$ cat src/rtl/vga_sync_gen.sv
// ----------------------------------------------------------------------------
// vga_sync_gen
//   Pixel-coordinate source for the text display path. Divides the system
//   clock down to a pixel tick, scans pixel_x/pixel_y through a parameterised
//   VGA timing (640x480@60 by default) and produces hsync/vsync aligned with
//   the coordinates, plus video_on and line/frame boundary flags.
//
// Ports
//   clk          in   system clock
//   reset        in   asynchronous reset, active-low (0 = reset)
//   p_tick       out  one-clk pixel enable, once every CLK_DIV clocks
//   pixel_x      out  current column, 0..H_TOTAL-1
//   pixel_y      out  current row, 0..V_TOTAL-1
//   video_on     out  high inside the visible H_DISPLAY x V_DISPLAY area
//   hsync        out  horizontal sync, active level SYNC_POL
//   vsync        out  vertical sync, active level SYNC_POL
//   line_end     out  high while pixel_x == H_TOTAL-1
//   frame_start  out  high while pixel_x == 0 and pixel_y == 0
// ----------------------------------------------------------------------------
module vga_sync_gen #(
    parameter int   H_DISPLAY = 640,
    parameter int   H_FRONT   = 16,
    parameter int   H_SYNC    = 96,
    parameter int   H_BACK    = 48,
    parameter int   V_DISPLAY = 480,
    parameter int   V_FRONT   = 10,
    parameter int   V_SYNC    = 2,
    parameter int   V_BACK    = 33,
    parameter int   CLK_DIV   = 2,
    parameter logic SYNC_POL  = 1'b0
) (
    input  logic       clk,
    input  logic       reset,
    output logic       p_tick,
    output logic [9:0] pixel_x,
    output logic [9:0] pixel_y,
    output logic       video_on,
    output logic       hsync,
    output logic       vsync,
    output logic       line_end,
    output logic       frame_start
);

    localparam int H_TOTAL = H_DISPLAY + H_FRONT + H_SYNC + H_BACK;
    localparam int V_TOTAL = V_DISPLAY + V_FRONT + V_SYNC + V_BACK;

    // Coordinates are 10 bits wide; larger timings would silently alias.
    if (H_TOTAL > 1024 || V_TOTAL > 1024 || CLK_DIV < 1) begin : g_bad_params
        $error("vga_sync_gen: H_TOTAL/V_TOTAL must be <= 1024 and CLK_DIV >= 1");
    end

    localparam int DIV_W = (CLK_DIV > 1) ? $clog2(CLK_DIV) : 1;

    localparam logic [DIV_W-1:0] DIV_MAX  = DIV_W'(CLK_DIV - 1);
    localparam logic [9:0]       H_MAX    = 10'(H_TOTAL - 1);
    localparam logic [9:0]       V_MAX    = 10'(V_TOTAL - 1);
    localparam logic [9:0]       H_VIS    = 10'(H_DISPLAY);
    localparam logic [9:0]       V_VIS    = 10'(V_DISPLAY);
    localparam logic [9:0]       HS_START = 10'(H_DISPLAY + H_FRONT);
    localparam logic [9:0]       HS_END   = 10'(H_DISPLAY + H_FRONT + H_SYNC - 1);
    localparam logic [9:0]       VS_START = 10'(V_DISPLAY + V_FRONT);
    localparam logic [9:0]       VS_END   = 10'(V_DISPLAY + V_FRONT + V_SYNC - 1);

    logic [DIV_W-1:0] div_cnt;
    logic [DIV_W-1:0] div_next;
    logic [9:0]       x_next;
    logic [9:0]       y_next;
    logic             hsync_next;
    logic             vsync_next;

    assign p_tick = (div_cnt == DIV_MAX);

    // NOTE: every signal assigned in this block gets a default first, so no
    // path leaves it unassigned and no latch is inferred.
    always_comb begin
        div_next = p_tick ? '0 : div_cnt + 1'b1;
        x_next   = pixel_x;
        y_next   = pixel_y;
        if (p_tick) begin
            if (pixel_x == H_MAX) begin
                x_next = '0;
                y_next = (pixel_y == V_MAX) ? 10'd0 : pixel_y + 10'd1;
            end else begin
                x_next = pixel_x + 10'd1;
            end
        end
        // Sync registers are loaded from the next coordinates so that they
        // line up with pixel_x/pixel_y with no extra cycle of latency.
        hsync_next = (x_next >= HS_START && x_next <= HS_END) ? SYNC_POL : ~SYNC_POL;
        vsync_next = (y_next >= VS_START && y_next <= VS_END) ? SYNC_POL : ~SYNC_POL;
    end

    // NOTE: state registers use non-blocking assignments so every register
    // samples the pre-edge values, independent of statement order.
    always_ff @(posedge clk or negedge reset) begin
        if (!reset) begin
            div_cnt <= '0;
            pixel_x <= '0;
            pixel_y <= '0;
            hsync   <= ~SYNC_POL;
            vsync   <= ~SYNC_POL;
        end else begin
            div_cnt <= div_next;
            pixel_x <= x_next;
            pixel_y <= y_next;
            hsync   <= hsync_next;
            vsync   <= vsync_next;
        end
    end

    assign video_on    = (pixel_x < H_VIS) && (pixel_y < V_VIS);
    assign line_end    = (pixel_x == H_MAX);
    assign frame_start = (pixel_x == 10'd0) && (pixel_y == 10'd0);

endmodule

$ cat config.mk
export PLATFORM = sky130hd
export DESIGN_NAME = vga_sync_gen
export DESIGN_NICKNAME = d
export VERILOG_FILES = /design/src/rtl/vga_sync_gen.sv
export SDC_FILE = /design/constraint.sdc
export NUM_CORES = 1
export LEC_CHECK = 0
export CAP_MARGIN = 40
export CORE_AREA = 2 2 67 69
export CTS_CLUSTER_SIZE = 28
export DETAILED_ROUTE_END_ITERATION = 10
export DIE_AREA = 0 0 69 71
export GPL_TIMING_DRIVEN = 0
export PLACE_DENSITY = 0.68
export RECOVER_POWER = 25
export SETUP_SLACK_MARGIN = 0.05
export SYNTH_ARGS = -nofsm -noshare
export SYNTH_HDL_FRONTEND = slang
export SYNTH_SLANG_ARGS = --single-unit
$ cat constraint.sdc
create_clock -name clk -period 2.9 [get_ports clk]
set_clock_uncertainty 0.2 [all_clocks]
set_input_delay 0.87 -clock clk [delete_from_list [all_inputs] [get_ports clk]]
set_output_delay 0.87 -clock clk [all_outputs]
set_load 0.05 [all_outputs]
* After elaboration in Yosys (flattened, before gate mapping)
Index checks and enable logic that the tools add are counted.
Word-level totals: input bits 2, register bits 23, logic and storage cells 30, output and inout port bits 26
Operators by class: mux-type cells 8, magnitude comparators 6, $add $sub $neg 3, equal/unequal tests 2, reductions and logical operators 6
Operators by type and width (number):
- two-way mux 10 bit | 5
- adder 10 x 1 -> 10 bit, second input constant | 2
- equality test 10 bit, second input constant | 2
- zero test 10 bit | 2
- greater-or-equal comparator 10 bit, second input constant | 1
- greater-or-equal comparator 10 x 9 -> 1 bit, second input constant | 1
- <= comparator 10 bit, second input constant | 1
- <= comparator 10 x 9 -> 1 bit, second input constant | 1
- less-than comparator 10 bit, second input constant | 1
- less-than comparator 10 x 9 -> 1 bit, second input constant | 1
- logical AND 1 bit | 4
- two-way mux 1 bit | 3
- adder 1 bit, second input constant | 1

* Depth between registers and ports, before layout
depth in word-level cells 7, depth in mapped cells 7, gate-level depth less buffers 7

* Worst setup path after synthesis
No wires, ideal clock.
path kind reg2out, start reg pixel_y[5], end out video_on, cell stages (with the launch flop) 4, data arrival time 2.248 ns, slack -0.418 ns, cell sequence dfrtp_1 > and3_1 > and2_1 > a211oi_1
Between the ends: longest elaborated chain between the ends 2
Ends and longest elaborated chain:
- start, declared | RTL line 36 | output logic [9:0] pixel_y,
- start signal, assigned | RTL line 105 | pixel_y <= y_next;
- less-than comparator 10 x 9 -> 1 bit | RTL line 111 | assign video_on = (pixel_x < H_VIS) && (pixel_y < V_VIS);
- logical AND 1 bit | RTL line 111
- end, declared | RTL line 37 | output logic video_on,
No other way between the ends.

* Final worst setup path
start reg pixel_y[7], end out frame_start
Between the ends: longest elaborated chain between the ends 2
Ends and longest elaborated chain:
- zero test 10 bit | RTL line 113 | assign frame_start = (pixel_x == 10'd0) && (pixel_y == 10'd0);
- logical AND 1 bit | RTL line 113
- end, declared | RTL line 41 | output logic frame_start
No other way between the ends.

==> results.cfg <==
[outcome]
status = complete, but fails checks
violations = negative setup slack

[placement]
placedInstanceArea_um2 = 1770
pre_cts_ws_ns = -0.524
hpwlAfterDp_mm = 2.31
place.gp.congestion = 0.861
dp_cells = 229
portBuffers = 27

[clock_network]
cts.sink_count = 23
clkLatencyLatePin_ns = 0.26
root_buffer = clkbuf_8
cts_hold_buffers = 0
cts_tree = done
cts_made_buffers = 3
clkTransAtPathRegs_ns = 0.08
clockBufferDepth = 2
htreeDepth = 1

[sta]
fin_ws_ns = -0.00514
rsz0062_at_grt = true
setup_viol = 1
max_freq_mhz = 344
final.period_utilization = 1.00
slew_violations = 0
slew_headroom = 0.542
fin_crit_ns = 2.91
hold_viol_final = 0
tightest_slew_ns = 0.686

[synthesis]
synth_edf_count = 0
ys_async_sr_fraction = 1.00
synthesis.area_um2 = 1420
synth.distinct_cells = 49
synth_cells = 149
ys_ff_latch = 23
syn-num-nets = 155
ys.flop_type = dfrtp_1
synth_warnings = 0
yosysSeqAreaShare = 0.408
synth.avg_cell_area_um2 = 9.50

[power_and_ir_drop]
p_sw_frac = 0.208
pwr-share-seq = 0.605
ir_worst_vdd_mv = 0.107
power.leakage_nw = 0.734
pwr-share-clk = 0.381
p_int_mw = 0.420
switchingPower_mw = 0.110
p_per_area_nw_per_um2 = 288
power_frac_comb = 0.014

[cells_and_area]
layout_commonest_cell = clkdlybuf4s50_1
area_growth_pct = 30.2
final_cell_mix = clkdlybuf4s50_1 (23), dfrtp_1 (20), nand2_1 (14)
nFillCells = 436
fin_cells = 236
stdcell_area_um2 = 1840
finalNetCount = 191
drive_gt1_frac = 0.190
diodes = 0

[floorplanning]
row_count = 24
initial_utilization = 0.337
io_pins = 28
die_h_um = 71
die_x_um = 69
core_um2 = 4200
dieArea_um2 = 4900

[global_route]
grtUsageTotal = 0.134
grt_pass1_wl_mm = 5.47
grt_overflow_total = 0
grt_max_degree = 14
antenna_found_initial = 0
grt_pass1_vias = 1207

[job]
cap_violations = 0

[worst_setup_path]
endpoint_kind = output pin
start_kind = flip-flop
crit_required_ns = 1.83
critical_path_class = flip-flop to output pin
crit_fanout = 5
crit_arrival_ns = 1.84

[drt]
vias_per_cell = 5.38
routed_wl_mm = 3.24
post_drt_wl_per_cell_um = 13.7
postRouteAntennaNets = 0
drt_first_pass_iters = 4
drc = 0
drt-initial-drc-count = 48
num_vias = 1269

[hold_path]
hold_path.class = flip-flop to flip-flop
[sequential cells by signal, indices dropped and copies added, names as in the netlist]
register  count
p_tick        1
pixel_y      10
hsync         1
vsync         1
pixel_x      10
[worst paths after layout]
check | from | to | slack (ns) | cells after the start
setup reg to reg | pixel_x[1] | vsync | 0.59 | 6
max in group asynchronous | reset | pixel_y[4] | 0.75 | 2
hold reg to reg | pixel_x[2] | pixel_x[2] | 0.41 | 1
hold / removal | pixel_x[2] | pixel_x[2] | 0.41 | 1
setup / recovery | pixel_y[7] | frame_start | -0.005 | 4
min in group asynchronous | reset | pixel_x[5] | 0.79 | 1
[kinds of logic after synthesis]
| logic type | share of synthesized area |
|---|---|
| AND/OR/NAND/NOR | 0.292 |
| AO/OA/AOI/OAI | 0.131 |
| flip-flops | 0.408 |
| buffers and inverters | 0.0531 |
| XOR/XNOR | 0.0495 |
| multiplexers | 0.0309 |
| adder cells (fa/ha/maj) | 0.0354 |
[cell usage after synthesis, types with 3 or more instances]
cell | n | area share
a21oi_1 | 4 | 0.014
and3_1 | 3 | 0.013
buf_2 | 4 | 0.014
dfrtp_1 | 21 | 0.37
ha_1 | 4 | 0.035
inv_1 | 7 | 0.019
mux2_2 | 3 | 0.024
nand2_1 | 14 | 0.037
nand3_1 | 8 | 0.028
nand4_1 | 6 | 0.027
nor2_1 | 5 | 0.013
nor3_1 | 5 | 0.018
o21ai_0 | 11 | 0.039
xnor2_1 | 6 | 0.037
[routing by layer]
metal,routed length [um],track usage,up-vias
li1,-,-,622
met1,1540,0.187,608
met2,1510,0.210,37
met3,167,0.0256,2
met4,25,0.0414,0
met5,0,0,-
[worst max-delay path, cell delays in order (launching register included)]
cell,delay [ns]
dfrtp_1,0.44
or4_4,0.55
nor3b_4,0.20
and4_4,0.24
buf_8,0.14
[through the flow]
| step | hold slack (ns) | total power [mW] | TNS, ns | util |
|---|---|---|---|---|
| global route | 0.459 | 0.553 | -0.0852 | 0.438 |
| CTS | 0.352 | 0.539 | -0.0139 | 0.437 |
| global placement | 0.327 | 0.335 | -0.766 | 0.418 |
| finish | 0.406 | 0.530 | -0.00514 | 0.438 |
| detailed placement | 0.333 | 0.337 | -0.778 | 0.422 |
| floorplan | 0.374 | 0.327 | 0 | - |
[what timing repair did]
item / CTS / global route
buffers inserted: 1 / 2
resized for setup: 18 / 5
pin swaps: 1 / 0
setup endpoints to repair: 3 / 3
hold endpoints to repair: 0 / 0
[power groups by stage]
| stage | Sequential, mW | Combinational [mW] | Clock [mW] |
|---|---|---|---|
| after global routing | 0.321 | 0.00886 | 0.224 |
| final | 0.321 | 0.00718 | 0.202 |
| after floorplan | 0.327 | 0.000000289 | 0 |
| after global placement | 0.327 | 0.00777 | 0 |
| after CTS | 0.321 | 0.0100 | 0.208 |
| after detailed placement | 0.327 | 0.0100 | 0 |
[cell type report]
class / instances / area (um^2) / share of cell area
clock buffers: 4 / 45.0 / 0.0245
well taps: 52 / 65.1 / 0.0353
multi-input cells: 110 / 785 / 0.426
plain buffers: 9 / 47.5 / 0.0258
inverters: 7 / 26.3 / 0.0143
flip-flops and latches: 23 / 579 / 0.315
repair buffers: 31 / 294 / 0.160
Power figures use the tool's default switching activity.
